===== src/rtl/universal_shift_register.sv =====
// universal_shift_register: shift/rotate register with parallel load, manual step and counted automatic shifts
// Ports: clk/reset (async, active-high); load+parallelInput parallel load; serialInput fill bit;
//   mode shift mode; start+shiftCount counted run; shift single manual step;
//   parallelOutput contents; serialOutput last bit out; busy high during a run; done one-cycle completion pulse.
module universal_shift_register #(
  parameter int WORD_LENGTH = 8,
  parameter int COUNT_WIDTH = 4
) (
  input  logic                   clk,
  input  logic                   reset,
  input  logic                   load,
  input  logic [WORD_LENGTH-1:0] parallelInput,
  input  logic                   serialInput,
  input  logic [2:0]             mode,
  input  logic                   start,
  input  logic [COUNT_WIDTH-1:0] shiftCount,
  input  logic                   shift,
  output logic [WORD_LENGTH-1:0] parallelOutput,
  output logic                   serialOutput,
  output logic                   busy,
  output logic                   done
);
  typedef enum logic [1:0] {IDLE, RUN, DONE} state_t;
  state_t state, state_nxt;
  logic [COUNT_WIDTH-1:0] remain;
  logic [2:0] mode_q;
  logic busy_nxt, done_nxt;
  // returns {bit shifted out, new word}; reserved modes hold both
  function automatic logic [WORD_LENGTH:0] step(input logic [WORD_LENGTH-1:0] d, input logic [2:0] m,
                                                input logic sin, input logic sout);
    case (m)
      3'd0: step = {d[WORD_LENGTH-1], d[WORD_LENGTH-2:0], sin};
      3'd1: step = {d[0], sin, d[WORD_LENGTH-1:1]};
      3'd2: step = {d[0], d[WORD_LENGTH-1], d[WORD_LENGTH-1:1]};
      3'd3: step = {d[WORD_LENGTH-1], d[WORD_LENGTH-2:0], d[WORD_LENGTH-1]};
      3'd4: step = {d[0], d[0], d[WORD_LENGTH-1:1]};
      default: step = {sout, d};
    endcase
  endfunction
  always_ff @(posedge clk or posedge reset)
    if (reset) begin
      state <= IDLE;
      busy  <= 1'b0;
      done  <= 1'b0;
    end else begin
      state <= state_nxt;
      busy  <= busy_nxt;
      done  <= done_nxt;
    end
  // count 0 or a reserved mode skips RUN and completes immediately
  always_comb begin
    state_nxt = state;
    case (state)
      IDLE: state_nxt = (!load && start) ? ((shiftCount != '0 && mode < 3'd5) ? RUN : DONE) : IDLE;
      RUN:  state_nxt = (remain == COUNT_WIDTH'(1)) ? DONE : RUN;
      default: state_nxt = IDLE;
    endcase
  end
  always_comb begin
    busy_nxt = state_nxt == RUN;
    done_nxt = state_nxt == DONE;
  end
  always_ff @(posedge clk or posedge reset)
    if (reset) begin
      parallelOutput <= '0;
      serialOutput   <= 1'b0;
      remain         <= '0;
      mode_q         <= '0;
    end else if (state == IDLE) begin
      if (load) begin
        parallelOutput <= parallelInput;
        serialOutput   <= 1'b0;
      end else if (start) begin
        mode_q <= mode;
        remain <= shiftCount;
      end else if (shift)
        {serialOutput, parallelOutput} <= step(parallelOutput, mode, serialInput, serialOutput);
    end else if (state == RUN) begin
      {serialOutput, parallelOutput} <= step(parallelOutput, mode_q, serialInput, serialOutput);
      remain <= remain - COUNT_WIDTH'(1);
    end
endmodule


===== config.mk =====
export PLATFORM = sky130hd
export DESIGN_NAME = universal_shift_register
export DESIGN_NICKNAME = d
export VERILOG_FILES = /design/src/rtl/universal_shift_register.sv
export SDC_FILE = /design/constraint.sdc
export NUM_CORES = 1
export LEC_CHECK = 0
export ABC_AREA = 1
export CAP_MARGIN = 25
export CELL_PAD_IN_SITES_DETAIL_PLACEMENT = 1
export CELL_PAD_IN_SITES_GLOBAL_PLACEMENT = 1
export CORE_AREA = 5 5 70 72
export CTS_CLUSTER_SIZE = 24
export DETAILED_ROUTE_END_ITERATION = 7
export DIE_AREA = 0 0 75 77
export PLACE_DENSITY_LB_ADDON = 0.25
export SKIP_CTS_REPAIR_TIMING = 1
export SYNTH_ARGS = -nofsm -noshare
export SYNTH_HDL_FRONTEND = slang
export SYNTH_SLANG_ARGS = --single-unit

===== constraint.sdc =====
create_clock -name clk -period 2.7 [get_ports clk]
set_clock_uncertainty 0.1 [all_clocks]
set_input_delay 0.405 -clock clk [delete_from_list [all_inputs] [get_ports clk]]
set_output_delay 0.405 -clock clk [all_outputs]
set_load 0.02 [all_outputs]

==> impl_metrics.json, run 1 <==
{
  "status": "complete, no violations",
  "post_synth_mux_area_share_pct": 0,
  "grt_pass1_vias": 1699,
  "synth-seq-cells": 20,
  "drive_gt1_share_pct": 8.86,
  "cap_violations": 0,
  "rows": 24,
  "min_from": "serialOutput",
  "diodes": 0,
  "htreeDepth": 1,
  "ant_nets": 0,
  "synth_common_cells": "63 x nand2_1, 38 x nor2_1, 28 x nand3_1, 20 x dfrtp_1, 19 x o21ai_0",
  "ys.flop_type": "dfrtp_1",
  "regToRegSetupSlack_ns": 0.69,
  "grtUsageTotal_pct": 17.4,
  "grt-ovfl-total": 0,
  "regToRegStartpoint": "state[0]",
  "hold_path_depth": 2,
  "finalSetupTns_ns": 0,
  "fill_cells": 585,
  "syn_area_sq_um": 1520,
  "register_area_sq_um": 500,
  "rsz0062_at_grt": "no",
  "r2r_end": "parallelOutput[0]",
  "setup_violations": 0,
  "arrival_ns": 2.07,
  "fp.dieArea_sq_um": 5780,
  "synthTopCellsByArea": "dfrtp_1 33%, nand2_1 16%, nor2_1 9.4%",
  "start_kind": "register",
  "synth_area_leader_cell": "dfrtp_1",
  "numClockSinks": 20,
  "wl_per_cell_microns": 14.5,
  "required_ns": 2.76,
  "finalWirelength_microns": 4670,
  "syn_nets": 265,
  "postSynthAreaPerCell_sq_um": 6.29,
  "cts.clk_slew.worst_paths_ns": 0.08,
  "synth-edff-count": 0,
  "cts_root_buffer": "clkbuf_8",
  "async_flop_share_pct": 100,
  "synth-warning-count": 0,
  "vias_per_cell": 5.23,
  "irDropWorstVdd_uv": 476,
  "end_kind": "register",
  "synthToLayoutAreaGrowth_pct": 25.8,
  "timing.final.crit_share_pct": 74.3,
  "seq_area_frac_synth_pct": 32.9,
  "die_w_microns": 75,
  "relSlewSlack_pct": 45.3,
  "firstDrtPassIters": 4,
  "layout.nets": 296,
  "hold_path_end": "serialOutput",
  "syn_inst": 242,
  "num_vias": 1688,
  "synth_compound_area_share_pct": 12.5,
  "p_leak_nw": 0.926,
  "core_sq_um": 4230,
  "grt_pass1_wl_microns": 7990,
  "worstSetupPathType": "register to register",
  "yosys.cell_count.top_type": "nand2_1",
  "place.gp.congestion": 0.792,
  "ys_types": 24,
  "worstMarginPinSlew_ns": 0.819,
  "critPathMaxFanout": 22,
  "synth_top_family_by_area": "simple AND/OR/NAND/NOR gates",
  "drtIter0Drc": 56,
  "p_per_area_nw_per_um2": 1130,
  "synth-simple-area-share_pct": 44.0,
  "antenna_found_initial": 0,
  "ios": 32,
  "synth-adder-area-share_pct": 1.64,
  "hp-class": "register to register",
  "yosys.area_share.xor_xnor_pct": 0.575,
  "io_buffers": 31,
  "initial_core_util_pct": 36.0,
  "multi_input_area_sq_um": 895,
  "dieHeight_microns": 77,
  "numCtsBuffers": 3,
  "rr_worst_depth": 12,
  "drc": 0,
  "fmax_mhz": 498,
  "fin_crit_ns": 2.01,
  "clk_path_buf_depth": 2,
  "clkLatencyLatePin_ns": 0.27,
  "finalPower_w": 0.00216,
  "synth_top_area_share_pct": 32.9,
  "grt_max_degree": 23,
  "finalHoldViolations": 0,
  "dp_hpwl_microns": 3490,
  "drv_slew": 0,
  "cts_tree": "built"
}
## critical path: stages (launching register included)
cell     delay (ns)
dfrtp_1        0.46
inv_2          0.10
nand2_2        0.27
nor2_2         0.30
nand2_1        0.10
nand2_2        0.09
inv_2          0.05
nand2_4        0.13
inv_4          0.08
nand2_1        0.09
inv_2          0.03
nand2_1        0.05
nand2_1        0.05
## final cells by class
type	count	share of cell area, %
multi-input combinational	190	46.7
timing repair buffer	31	16.2
sequential	20	26.1
clock buffer	3	2.16
inverter	27	5.42
tap	52	3.40
## placed cells by master, fill, tap and decap left out, drive strengths merged
cell,synthesis,routed
o211ai,1,1
nor2,42,42
clkdlybuf4s50,0,31
nand4,9,9
o21ai,21,21
o22ai,1,1
dfrtp,20,20
a31oi,1,1
xor2,1,1
nand3,30,30
clkbuf,0,3
or3,1,1
inv,27,27
ha,2,2
nand2,68,68
a21oi,13,13
## stage by stage
stage / cells / hold WS, ns / cell area [sq um] / util [%] / worst slack [ns]
finish: 323 / 0.387 / 1920 / 45.2 / 0.693
global route: 323 / 0.425 / 1920 / 45.2 / 0.572
CTS: 323 / 0.404 / 1920 / 45.2 / 0.689
detailed placement: 320 / 0.380 / 1870 / 44.3 / 0.551
global placement: 320 / 0.376 / 1870 / 44.3 / 0.574
floorplan: 242 / 0.269 / 1520 / - / 1.31
## logic make-up (layout without fill, tap and decap cells)
group,count (synthesis),after routing
adder cells (fa/ha/maj),2,2
flip-flops,20,20
AO/OA/AOI/OAI,37,37
AND/OR/NAND/NOR,150,150
XOR/XNOR,1,1
buffers and inverters,32,61
## registers in the layout (all words and copies together) (netlist names)
name,cells
parallelOutput,8
remain,4
mode_q,3
state,2
busy,1
done,1
serialOutput,1
## how the worst max path moves through the flow
stage                        start                end  slack [ns]  cells after the start
after CTS                 state[0]  parallelOutput[0]        0.69                     12
after global routing      state[0]  parallelOutput[0]        0.57                     12
after global placement        load  parallelOutput[0]        0.57                     11
final                     state[0]  parallelOutput[0]        0.69                     12
after detailed placement      load  parallelOutput[0]        0.55                     11
after floorplan           state[0]  parallelOutput[0]        1.31                     12
## power breakdown
group          leakage (nW)  switching [W]  internal, W  total [W]
clock                0.0216       0.000107    0.0000998   0.000207
sequential            0.241       0.000179     0.000443   0.000623
combinational         0.663       0.000828     0.000503    0.00133
## per-layer routing
| layer | global-route usage [%] | vias to the layer above | routed length [microns] | share of wire [%] |
|---|---|---|---|---|
| li1 | - | 848 | - | - |
| met4 | 4.27 | 0 | 60 | 1.3 |
| met5 | 0 | - | 0 | 0 |
| met2 | 27.2 | 29 | 2120 | 45 |
| met1 | 23.9 | 804 | 2290 | 49 |
| met3 | 4.31 | 7 | 204 | 4.4 |
No activity file was read; power rests on OpenSTA's default activity.
==> run 2: changes to the inputs <==
--- a/config.mk
+++ b/config.mk
@@ -9,10 +9,10 @@
 export CAP_MARGIN = 25
 export CELL_PAD_IN_SITES_DETAIL_PLACEMENT = 1
 export CELL_PAD_IN_SITES_GLOBAL_PLACEMENT = 1
-export CORE_AREA = 5 5 70 72
+export CORE_AREA = 5 5 75 77
 export CTS_CLUSTER_SIZE = 24
 export DETAILED_ROUTE_END_ITERATION = 7
-export DIE_AREA = 0 0 75 77
+export DIE_AREA = 0 0 80 82
 export PLACE_DENSITY_LB_ADDON = 0.25
 export SKIP_CTS_REPAIR_TIMING = 1
 export SYNTH_ARGS = -nofsm -noshare
==> constraint.sdc (replaced) <==
create_clock -name clk -period 1.75 [get_ports clk]
set_clock_uncertainty 0.1 [all_clocks]
set_input_delay 0.2625 -clock clk [delete_from_list [all_inputs] [get_ports clk]]
set_output_delay 0.2625 -clock clk [all_outputs]
set_load 0.02 [all_outputs]
==> run 2 against run 1 <==
Hold slack worse by 0.16 ns. Power increased by 74%. First-iteration DRC count rose by 120%. Cell count rose by 14%. Sequential share of layout area down 3.1 points. Combinational power is 77% higher. Largest cell class unchanged.
==> impl_metrics.json, run 2 (synthesis results as in run 1) <==
{
  "layout_commonest_cell": "nand2_1",
  "dp_hpwl_microns": 4100,
  "worstSetupPathType": "register to output pin",
  "worstMarginPinSlew_ns": 0.300,
  "cap_violations": 0,
  "diodes": 0,
  "clkLatencyLatePin_ns": 0.26,
  "p_per_area_nw_per_um2": 1720,
  "rsz0062_at_grt": "yes",
  "vias_per_cell": 4.85,
  "synthToLayoutAreaGrowth_pct": 43.1,
  "fmax_mhz": 588,
  "cts.clk_slew.worst_paths_ns": 0.08,
  "critical-path-max-stage-delay_ns": 0.64,
  "relSlewSlack_pct": 79.8,
  "dieHeight_microns": 82,
  "finalWirelength_microns": 5350,
  "clk_path_buf_depth": 2,
  "setup_violations": 0,
  "path_cells": "clkdlybuf4s50_1",
  "finalPower_w": 0.00376,
  "largest_reg_flops": 8,
  "drv_slew": 0,
  "worst-path-stages": 1,
  "required_ns": 1.39,
  "grt_pass1_wl_microns": 9130,
  "regToRegStartpoint": "state[0]",
  "io_buffers": 31,
  "irDropWorstVdd_uv": 592,
  "wl_per_cell_microns": 14.6,
  "core_sq_um": 4940,
  "endpoint": "parallelOutput[4]",
  "path_buf_inv": 1,
  "start_kind": "register",
  "end_kind": "output pin",
  "regToRegSetupSlack_ns": 0.17,
  "htreeDepth": 1,
  "slowest_stage": "clkdlybuf4s50_1",
  "final_cell_mix": "62 x nand2_1, 38 x nor2_1, 28 x nand3_1, 28 x clkdlybuf4s50_1, 24 x buf_4",
  "rr_worst_depth": 12,
  "cts_tree": "built",
  "ant_nets": 0,
  "reg_top3": "parallelOutput (8), remain (4), mode_q (3)",
  "fp.dieArea_sq_um": 6560,
  "r2r_end": "parallelOutput[0]",
  "status": "complete, no violations",
  "p_leak_nw": 1.09,
  "fin_crit_ns": 1.70,
  "grt_max_degree": 21,
  "critPathMaxFanout": 6,
  "crit_start": "parallelOutput[4]",
  "place.gp.congestion": 0.890,
  "hold-worst-slack_ns": 0.232,
  "rows": 26,
  "timing.final.crit_share_pct": 97.2,
  "grt-ovfl-total": 0,
  "drc": 0,
  "numClockSinks": 20,
  "top_register": "parallelOutput",
  "drive_gt1_share_pct": 17.5,
  "drtIter0Drc": 125,
  "initial_core_util_pct": 30.8,
  "numCtsBuffers": 3,
  "antenna_found_initial": 0,
  "grtUsageTotal_pct": 17.6,
  "die_w_microns": 80,
  "ios": 32,
  "num_vias": 1779,
  "firstDrtPassIters": 4,
  "layout.nets": 321,
  "arrival_ns": 1.34,
  "crit_family": "buffers and inverters",
  "finalHoldViolations": 0,
  "hp-class": "input port to async pin",
  "grt_pass1_vias": 1844,
  "cts_root_buffer": "clkbuf_8"
}
run 2: cell count changes in the layout (fill, tap and decap cells not counted), sizes merged:
cell,before,now
buf,0,25
bufinv,0,1
clkdlybuf4s50,31,28
dlymetal6s2s,0,3
run 2: how the worst min path moves through the flow:
stage / slack, ns / endpoint
after floorplan: 0.13 / busy
after global placement: 0.38 / serialOutput
after detailed placement: 0.37 / serialOutput
after CTS: 0.24 / remain[1]
after global routing: 0.27 / remain[2]
final: 0.23 / parallelOutput[4]
run 2: power by group:
part | total, W | switching (W) | internal, W | leakage (nW)
logic | 0.00236 | 0.00142 | 0.000942 | 0.809
registers | 0.000916 | 0.000228 | 0.000687 | 0.240
clock network | 0.000480 | 0.000175 | 0.000305 | 0.0357
total | 0.00376 | 0.00182 | 0.00194 | 1.09
run 2: area by class of cell:
class                      count  area (sq um)
fill                         658          2770
sequential                    20           502
tap                           70          87.6
inverter                      27           104
timing repair buffer          56           518
multi-input combinational    190           897
clock buffer                   3          41.3
clock inverter                 1          30.0
run 2: metrics by stage:
stage	instance area, sq um	std cells	TNS, ns	setup slack [ns]	utilization (%)
final	2180	367	0	0.0486	44.1
after detailed placement	2100	363	-1.64	-0.161	42.4
after floorplan	1520	242	0	0.358	-
after CTS	2170	367	-0.00995	-0.00995	43.9
after global placement	2100	363	-1.51	-0.161	42.4
after global routing	2180	367	-0.00857	-0.00857	44.1
run 2: worst min-delay path, cell delays in order:
cell             delay (ns)
clkdlybuf4s50_1        0.39
inv_1                  0.05
buf_4                  0.28
run 2: layer usage:
metal  global-route usage, %  up-vias  part of all wire, %
met5                       0        -                    0
met4                    4.05        0                  1.3
met3                    2.08        6                  4.0
met2                    29.7       33                   46
met1                    24.0      841                   49
li1                        -      899                    -
